`src/rtl/ebm_pkg.sv`:
```
// Shared definitions for the egress-buffer fetch stage.
//   Word flags in bits [DATA_W-1:DATA_W-2]: HEAD=01, MID=11, TAIL=10.
//   Md layout: [7]=outport, [6:0]=buf_id; queued entries prepend the discard flag.
//   MAX_WORDS: a buffer holds at most 16 words.
package ebm_pkg;

   localparam int unsigned MD_W      = 8;
   localparam int unsigned ID_W      = 7;
   localparam int unsigned IDX_W     = 4;
   localparam int unsigned ADDR_W    = ID_W + IDX_W;
   localparam int unsigned MAX_WORDS = 16;
   localparam int unsigned QENT_W    = MD_W + 1;

   localparam logic [1:0] FLAG_HEAD = 2'b01;
   localparam logic [1:0] FLAG_MID  = 2'b11;
   localparam logic [1:0] FLAG_TAIL = 2'b10;

   // Queued md entry: discard flag plus the scheduler's md fields
   typedef struct packed {
      logic            discard;
      logic            outport;
      logic [ID_W-1:0] buf_id;
   } md_entry_t;

   typedef enum logic [1:0] {
      ST_IDLE,
      ST_HOLD,
      ST_READ,
      ST_RELEASE
   } ebm_state_t;

endpackage

```
`src/rtl/ebm_md_fifo.sv`:
```
// Show-ahead synchronous FIFO holding scheduled mds.
//   clk, rst     : clock, async active-high reset
//   wr, wr_data  : push (accepted when not full, or when a pop happens the same cycle)
//   rd           : pop the head entry (ignored when empty)
//   rd_data_c    : head entry, valid whenever empty_c is low
//   full_c       : DEPTH entries held
//   empty_c      : no entries held
// DEPTH must be a power of two (pointers wrap naturally).
module ebm_md_fifo #(
   parameter int unsigned WIDTH = 9,
   parameter int unsigned DEPTH = 4
) (
   input  logic             clk,
   input  logic             rst,
   input  logic             wr,
   input  logic [WIDTH-1:0] wr_data,
   input  logic             rd,
   output logic [WIDTH-1:0] rd_data_c,
   output logic             full_c,
   output logic             empty_c
);

   localparam int unsigned AW = $clog2(DEPTH);
   localparam int unsigned CW = AW + 1;

   logic [WIDTH-1:0] mem [DEPTH];
   logic [AW-1:0]    wr_ptr;
   logic [AW-1:0]    rd_ptr;
   logic [CW-1:0]    count;
   logic             do_rd;
   logic             do_wr;

   assign full_c    = (count == CW'(DEPTH));
   assign empty_c   = (count == '0);
   assign do_rd     = rd && !empty_c;
   // A pop in the same cycle frees the slot the push needs
   assign do_wr     = wr && (!full_c || do_rd);
   assign rd_data_c = mem[rd_ptr];

   // Storage array carries no reset; occupancy is tracked by count
   always_ff @(posedge clk) begin
      if (do_wr) begin
         mem[wr_ptr] <= wr_data;
      end
   end

   // Pointers and occupancy
   always_ff @(posedge clk or posedge rst) begin
      if (rst) begin
         wr_ptr <= '0;
         rd_ptr <= '0;
         count  <= '0;
      end else begin
         if (do_wr) begin
            wr_ptr <= wr_ptr + AW'(1);
         end
         if (do_rd) begin
            rd_ptr <= rd_ptr + AW'(1);
         end
         count <= count + CW'(do_wr) - CW'(do_rd);
      end
   end

endmodule

```
`src/rtl/ebm_pkt_fetch.sv`:
```
// Egress-buffer fetch stage downstream of the egress scheduler.
// Queues each scheduled md, reads the packet words from the shared packet RAM,
// streams them to UDO FIFO 0 or 1, frees the buffer and reports completion.
// Discard-flagged mds are freed without any RAM access.
//   clk, rst                  : clock, async active-high reset
//   in_ebm_md/_wr             : scheduled md {outport, buf_id} and strobe
//   in_ebm_bandwidth_discard  : drop flag sampled with the md strobe
//   out_ebm_ram_rd/_addr      : RAM read, address {buf_id, word_idx}
//   in_ebm_ram_rdata          : RAM data, one cycle after the read
//   pktout_usedw_0/1          : UDO FIFO fill levels (checked at packet start)
//   pktout_data, pktout_wr_0/1: packet words to UDO FIFO 0/1
//   out_ebm_pkt_valid         : pulse per fully transmitted packet
//   out_ebm_free_id/_wr       : buffer id returned to the free list
//   out_ebm_md_ovf            : pulse when an md is lost to a full queue
//   out_ebm_len_err           : pulse when no tail is found within 16 words
// Build option EBM_PKT_CNT_EN adds out_ebm_pktout_cnt and out_ebm_discard_cnt.
module ebm_pkt_fetch
   import ebm_pkg::*;
#(
   parameter int unsigned DATA_W    = 134,
   parameter int unsigned MDQ_DEPTH = 4,
   parameter logic [7:0]  USEDW_TH  = 8'd200
) (
   input  logic              clk,
   input  logic              rst,
   input  logic [MD_W-1:0]   in_ebm_md,
   input  logic              in_ebm_md_wr,
   input  logic              in_ebm_bandwidth_discard,
   output logic              out_ebm_ram_rd,
   output logic [ADDR_W-1:0] out_ebm_ram_addr,
   input  logic [DATA_W-1:0] in_ebm_ram_rdata,
   input  logic [7:0]        pktout_usedw_0,
   input  logic [7:0]        pktout_usedw_1,
   output logic [DATA_W-1:0] pktout_data,
   output logic              pktout_wr_0,
   output logic              pktout_wr_1,
   output logic              out_ebm_pkt_valid,
   output logic [ID_W-1:0]   out_ebm_free_id,
   output logic              out_ebm_free_wr,
   output logic              out_ebm_md_ovf,
`ifdef EBM_PKT_CNT_EN
   output logic [63:0]       out_ebm_pktout_cnt,
   output logic [63:0]       out_ebm_discard_cnt,
`endif
   output logic              out_ebm_len_err
);

   localparam logic [IDX_W-1:0] LAST_IDX = IDX_W'(MAX_WORDS - 1);

   ebm_state_t        state;
   logic              cur_port;
   logic [ID_W-1:0]   cur_id;
   logic [IDX_W-1:0]  issue_idx;
   logic              rd_q;
   logic [IDX_W-1:0]  ret_idx;

   logic [QENT_W-1:0] q_wr_data;
   logic [QENT_W-1:0] q_rd_data;
   md_entry_t         q_head;
   logic              q_full;
   logic              q_empty;
   logic              pop_c;

   logic [7:0]        head_usedw_c;
   logic [7:0]        cur_usedw_c;
   logic              ret_tail_c;
   logic              ret_last_c;
   logic              stop_c;
   logic              force_c;

   assign q_wr_data = {in_ebm_bandwidth_discard, in_ebm_md};
   assign q_head    = md_entry_t'(q_rd_data);
   assign pop_c     = (state == ST_IDLE) && !q_empty;

   ebm_md_fifo #(
      .WIDTH (QENT_W),
      .DEPTH (MDQ_DEPTH)
   ) u_md_fifo (
      .clk       (clk),
      .rst       (rst),
      .wr        (in_ebm_md_wr),
      .wr_data   (q_wr_data),
      .rd        (pop_c),
      .rd_data_c (q_rd_data),
      .full_c    (q_full),
      .empty_c   (q_empty)
   );

   // Fill level of the FIFO targeted by the head md / the held md
   assign head_usedw_c = q_head.outport ? pktout_usedw_1 : pktout_usedw_0;
   assign cur_usedw_c  = cur_port       ? pktout_usedw_1 : pktout_usedw_0;

   // Returned-word classification; rd_q marks in_ebm_ram_rdata as valid
   assign ret_tail_c = (in_ebm_ram_rdata[DATA_W-1 -: 2] == FLAG_TAIL);
   assign ret_last_c = (ret_idx == LAST_IDX);
   assign stop_c     = rd_q && (ret_tail_c || ret_last_c);
   assign force_c    = ret_last_c && !ret_tail_c;

   // Fetch FSM with registered outputs
   always_ff @(posedge clk or posedge rst) begin
      if (rst) begin
         state             <= ST_IDLE;
         cur_port          <= 1'b0;
         cur_id            <= '0;
         issue_idx         <= '0;
         rd_q              <= 1'b0;
         ret_idx           <= '0;
         out_ebm_ram_rd    <= 1'b0;
         out_ebm_ram_addr  <= '0;
         pktout_data       <= '0;
         pktout_wr_0       <= 1'b0;
         pktout_wr_1       <= 1'b0;
         out_ebm_pkt_valid <= 1'b0;
         out_ebm_free_id   <= '0;
         out_ebm_free_wr   <= 1'b0;
         out_ebm_md_ovf    <= 1'b0;
         out_ebm_len_err   <= 1'b0;
      end else begin
         pktout_wr_0       <= 1'b0;
         pktout_wr_1       <= 1'b0;
         out_ebm_pkt_valid <= 1'b0;
         out_ebm_free_wr   <= 1'b0;
         out_ebm_len_err   <= 1'b0;
         rd_q              <= 1'b0;
         out_ebm_md_ovf    <= in_ebm_md_wr && q_full && !pop_c;

         unique case (state)
            ST_IDLE: begin
               if (!q_empty) begin
                  cur_port <= q_head.outport;
                  cur_id   <= q_head.buf_id;
                  if (q_head.discard) begin
                     state           <= ST_RELEASE;
                     out_ebm_free_wr <= 1'b1;
                     out_ebm_free_id <= q_head.buf_id;
                  end else if (head_usedw_c < USEDW_TH) begin
                     state            <= ST_READ;
                     out_ebm_ram_rd   <= 1'b1;
                     out_ebm_ram_addr <= {q_head.buf_id, IDX_W'(0)};
                     issue_idx        <= '0;
                  end else begin
                     state <= ST_HOLD;
                  end
               end
            end

            // Popped md waits here until its FIFO has room to start
            ST_HOLD: begin
               if (cur_usedw_c < USEDW_TH) begin
                  state            <= ST_READ;
                  out_ebm_ram_rd   <= 1'b1;
                  out_ebm_ram_addr <= {cur_id, IDX_W'(0)};
                  issue_idx        <= '0;
               end
            end

            ST_READ: begin
               // Track which word returns next cycle; the read in flight at stop is dropped
               rd_q    <= out_ebm_ram_rd && !stop_c;
               ret_idx <= issue_idx;

               if (rd_q) begin
                  pktout_data     <= force_c ? {FLAG_TAIL, in_ebm_ram_rdata[DATA_W-3:0]}
                                             : in_ebm_ram_rdata;
                  pktout_wr_0     <= !cur_port;
                  pktout_wr_1     <= cur_port;
                  out_ebm_len_err <= force_c;
               end

               if (stop_c) begin
                  state             <= ST_RELEASE;
                  out_ebm_ram_rd    <= 1'b0;
                  out_ebm_free_wr   <= 1'b1;
                  out_ebm_free_id   <= cur_id;
                  out_ebm_pkt_valid <= 1'b1;
               end else if (out_ebm_ram_rd) begin
                  if (issue_idx == LAST_IDX) begin
                     out_ebm_ram_rd <= 1'b0;
                  end else begin
                     issue_idx        <= issue_idx + IDX_W'(1);
                     out_ebm_ram_addr <= {cur_id, issue_idx + IDX_W'(1)};
                  end
               end
            end

            // Free strobe is visible during this cycle
            ST_RELEASE: begin
               state <= ST_IDLE;
            end

            default: begin
               state <= ST_IDLE;
            end
         endcase
      end
   end

`ifdef EBM_PKT_CNT_EN
   // Statistics: sent packets and freed discards (a free without pkt_valid)
   always_ff @(posedge clk or posedge rst) begin
      if (rst) begin
         out_ebm_pktout_cnt  <= '0;
         out_ebm_discard_cnt <= '0;
      end else begin
         if (out_ebm_pkt_valid) begin
            out_ebm_pktout_cnt <= out_ebm_pktout_cnt + 64'd1;
         end
         if (out_ebm_free_wr && !out_ebm_pkt_valid) begin
            out_ebm_discard_cnt <= out_ebm_discard_cnt + 64'd1;
         end
      end
   end
`endif

endmodule
```
`config.mk`:
```
export PLATFORM = sky130hd
export DESIGN_NAME = ebm_pkt_fetch
export DESIGN_NICKNAME = d
export VERILOG_FILES = /design/src/rtl/ebm_pkg.sv /design/src/rtl/ebm_md_fifo.sv /design/src/rtl/ebm_pkt_fetch.sv
export SDC_FILE = /design/constraint.sdc
export NUM_CORES = 1
export LEC_CHECK = 0
export CAP_MARGIN = 25
export CORE_AREA = 2 2 124 126
export DETAILED_ROUTE_END_ITERATION = 8
export DIE_AREA = 0 0 126 128
export DONT_BUFFER_PORTS = 1
export GPL_TIMING_DRIVEN = 0
export HOLD_SLACK_MARGIN = 0.08
export PLACE_DENSITY = 0.81
export SYNTH_ARGS = -nofsm -noshare
export SYNTH_HDL_FRONTEND = slang
export SYNTH_HIERARCHICAL = 1
export SYNTH_SLANG_ARGS = --single-unit
export TNS_END_PERCENT = 100
```
`constraint.sdc`:
```
create_clock -name clk -period 7.4 [get_ports clk]
set_input_delay 1.11 -clock clk [delete_from_list [all_inputs] [get_ports clk]]
set_output_delay 1.11 -clock clk [all_outputs]
set_load 0.01 [all_outputs]
```
==> impl_metrics.env <==
export IMPL_cts_sinks=218
export IMPL_cts_root_buffer="clkbuf_16"
export IMPL_syn_num_nets=724
export IMPL_cts_setup_buffers=0
export IMPL_coreArea_sq_um=14900
export IMPL_critPathCaptureType="register"
export IMPL_cts_resized=0
export IMPL_slowest_delay_ps=580
export IMPL_drtPass1Iterations=4
export IMPL_place_area_sq_um=8920
export IMPL_chipHeight_um=128
export IMPL_p_leak_nw=4.07
export IMPL_ys_types=45
export IMPL_total_power_mw=4.87
export IMPL_grt_antenna_before_repair=3
export IMPL_wirelength_um=19800
export IMPL_reg2regPathDepth=10
export IMPL_fin_crit_sh=0.420
export IMPL_synth_edff_count=36
export IMPL_yosys_most_used_dff="dfrtp_1"
export IMPL_fp_row_count=45
export IMPL_crit_chain="inv_1, ha_1, nor2b_1, clkbuf_1, o31ai_2, a21bo_1, ha_1, fa_1, xnor2_1, xnor2_1"
export IMPL_wl_per_cell_um=25.3
export IMPL_grt_first_pass_wirelength_um=28900
export IMPL_grt_max_degree=105
export IMPL_fill_cells=1041
export IMPL_vias=4674
export IMPL_hold_viol=0
export IMPL_synthArstFlopShare=0.835
export IMPL_syn_area_sq_um=8650
export IMPL_worstMarginPinSlew_ps=706
export IMPL_r2r_setup_slack_ps=4290
export IMPL_ys_ff_latch=218
export IMPL_die_w_um=126
export IMPL_grt_pass1_vias=4873
export IMPL_grt_overflow_total=0
export IMPL_clock_path_buffers=3
export IMPL_status="finished clean"
export IMPL_hold_slack_ps=418
export IMPL_hp_class="input port to asynchronous set/reset pin"
export IMPL_slew_violations=0
export IMPL_final_nets=750
export IMPL_relSlewSlack=0.529
export IMPL_cp_required_ps=7810
export IMPL_drc=0
export IMPL_cts_tree="done"
export IMPL_rr_startpoint="state[0]$_DFFE_PP0P_"
export IMPL_power_density_nw_per_um2=505
export IMPL_place_ws_ps=4400
export IMPL_holdBufCountCts=0
export IMPL_grtUsageTotal=0.233
export IMPL_max_freq_mhz=322
export IMPL_crit_buf_inv=2
export IMPL_r2r_end="u_md_fifo/count[2]$_DFF_PP0_"
export IMPL_ys_seq_area_frac=0.651
export IMPL_crit_fanout=11
export IMPL_via_per_inst=5.98
export IMPL_avgSynthCellArea_sq_um=15.7
export IMPL_layout_drive_gt1_share=0.355
export IMPL_irDropWorstVdd_mv=0.266
export IMPL_critPathSlowestCell="clkbuf_1"
export IMPL_post_dp_hpwl_um=14800
export IMPL_fin_area_sq_um=9640
export IMPL_synthToLayoutAreaGrowth_pct=11.4
export IMPL_worstPathArrival_ps=3520
export IMPL_crit_family="adder cells"
export IMPL_htreeDepth=1
export IMPL_setup_violations=0
export IMPL_postSynthCellCount=550
export IMPL_insertion_delay_ps=500
export IMPL_cts_buffers=23
export IMPL_ios=321
export IMPL_start_util=0.582
export IMPL_period_needed_ps=3110
export IMPL_gp_congestion=0.795
export IMPL_setup_slack_ps=4290
export IMPL_rsz0062_at_grt="no"
export IMPL_finalSetupTns_ps=0
export IMPL_die_area_sq_um=16100
export IMPL_port_buffers=0
export IMPL_postRouteAntennaNets=0
export IMPL_drtIter0Drc=242
export IMPL_worstSetupPathType="register to register"
export IMPL_fin_skew_ps=14.7
export IMPL_cap_violations=0
export IMPL_cts_reportedPaths_clkPinSlew_ps=70
export IMPL_startpoint_type="register"
export IMPL_ys_warnings_count=6
## cell type report
class                      count  area (sq um)  area share
sequential                   218          5640       0.585
multi-input combinational    287          2810       0.292
clock buffer                  31           636      0.0659
tap                          188           235      0.0244
buffer                        29           144      0.0149
clock inverter                 9          73.8     0.00766
inverter                      16          67.6     0.00701
timing repair buffer           1          27.5     0.00286
antenna                        3          7.51    0.000779
## worst max-delay path by stage
stage / from / endpoint / slack, ps / cells past startpoint
finish: state[0]$_DFFE_PP0P_ / u_md_fifo/count[2]$_DFF_PP0_ / 4290 / 10
global route: state[1]$_DFFE_PP0P_ / u_md_fifo/count[2]$_DFF_PP0_ / 4150 / 10
global placement: rst / pktout_data[85]$_DFFE_PP0P_ / 240 / 1
CTS: state[0]$_DFFE_PP0P_ / u_md_fifo/count[2]$_DFF_PP0_ / 4340 / 10
floorplan: rst / cur_id[0]$_DFFE_PP0P_ / 1540 / 1
detailed placement: state[0]$_DFFE_PP0P_ / u_md_fifo/count[2]$_DFF_PP0_ / 4400 / 10
## per-layer routing
| metal | wire length [um] | track usage | part of all wire |
|---|---|---|---|
| met2 | 10400 | 0.405 | 0.53 |
| met1 | 7000 | 0.270 | 0.35 |
| met3 | 1900 | 0.0968 | 0.096 |
| met5 | 0 | 0 | 0 |
| met4 | 442 | 0.0601 | 0.022 |
## worst reg2reg max path, stage by stage (launching register included)
cell,delay (ps)
dfrtp_1,420
inv_1,140
ha_1,250
nor2b_1,270
clkbuf_1,580
o31ai_2,250
a21bo_1,220
ha_1,180
fa_1,380
xnor2_1,200
xnor2_1,140
## cell families after synthesis
family                   Yosys count  share of synthesized area
AO/OA/AOI/OAI                     43                     0.0321
buffers and inverters             45                     0.0236
XOR/XNOR                           6                    0.00607
AND/OR/NAND/NOR                   56                     0.0341
adder cells (fa/ha/maj)           12                     0.0182
flip-flops                       218                      0.651
multiplexers                     170                      0.235
## through the flow
stage / instances / util
2_1_floorplan: 550 / -
3_3_place_gp: 738 / 0.598
3_5_place_dp: 739 / 0.600
4_1_cts: 779 / 0.648
5_1_grt: 781 / 0.648
6_report: 782 / 0.648
## layout by cell type (no fill, tap or decap), types with 3 or more instances in the layout
cell       synthesis  final
dfrtp_1          182    182
mux2_2           148    148
edfxtp_1          36     36
clkbuf_1          22     27
clkbuf_16          0     23
nand2_1           15     15
inv_1             16     15
nor2_1            14     14
a21oi_1           13     13
ha_1              11     11
o21ai_0            9      9
o22ai_1            9      9
mux4_2             9      9
mux2i_1            7      7
mux2_4             6      6
xnor2_1            5      5
and2_1             5      5
buf_4              4      4
clkinv_2           0      4
diode_2            0      3
nand3_1            3      3
nand3b_1           3      3
clkbuf_8           0      3
## synthesized netlist by cell type, types with 2 or more instances
cell | instances | area (sq um)
nor2b_1 | 2 | 12.5
mux4_2 | 9 | 203
nor2_1 | 14 | 52.6
buf_4 | 4 | 30.0
o211ai_1 | 2 | 15.0
and2_1 | 5 | 31.3
o22ai_1 | 9 | 56.3
inv_1 | 16 | 60.1
a21oi_1 | 13 | 65.1
ha_1 | 11 | 138
or2_1 | 2 | 12.5
nand3b_1 | 3 | 22.5
and3_1 | 2 | 12.5
mux2_2 | 148 | 1670
nor3_1 | 2 | 10.0
mux2i_1 | 7 | 70.1
o21ai_0 | 9 | 45.0
nand3_1 | 3 | 15.0
nand4_1 | 2 | 12.5
clkbuf_1 | 22 | 82.6
nand2_1 | 15 | 56.3
xnor2_1 | 5 | 43.8
edfxtp_1 | 36 | 1080
dfrtp_1 | 182 | 4550
nand2b_1 | 2 | 12.5
mux2_4 | 6 | 90.1
## state kept, by name, summed over array words and instances, names as in the netlist, 2 cells and up
name,cells
pktout_data,134
state,2
u_md_fifo/wr_ptr,2
ret_idx,4
u_md_fifo/mem,36
u_md_fifo/count,3
u_md_fifo/rd_ptr,2
out_ebm_free_id,7
cur_id,7
out_ebm_ram_addr,11
## power breakdown
part,switching (mW),internal (mW)
Clock,0.441,0.635
Sequential,0.642,1.76
Combinational,0.633,0.752
No activity file was read; power rests on OpenSTA's default activity.
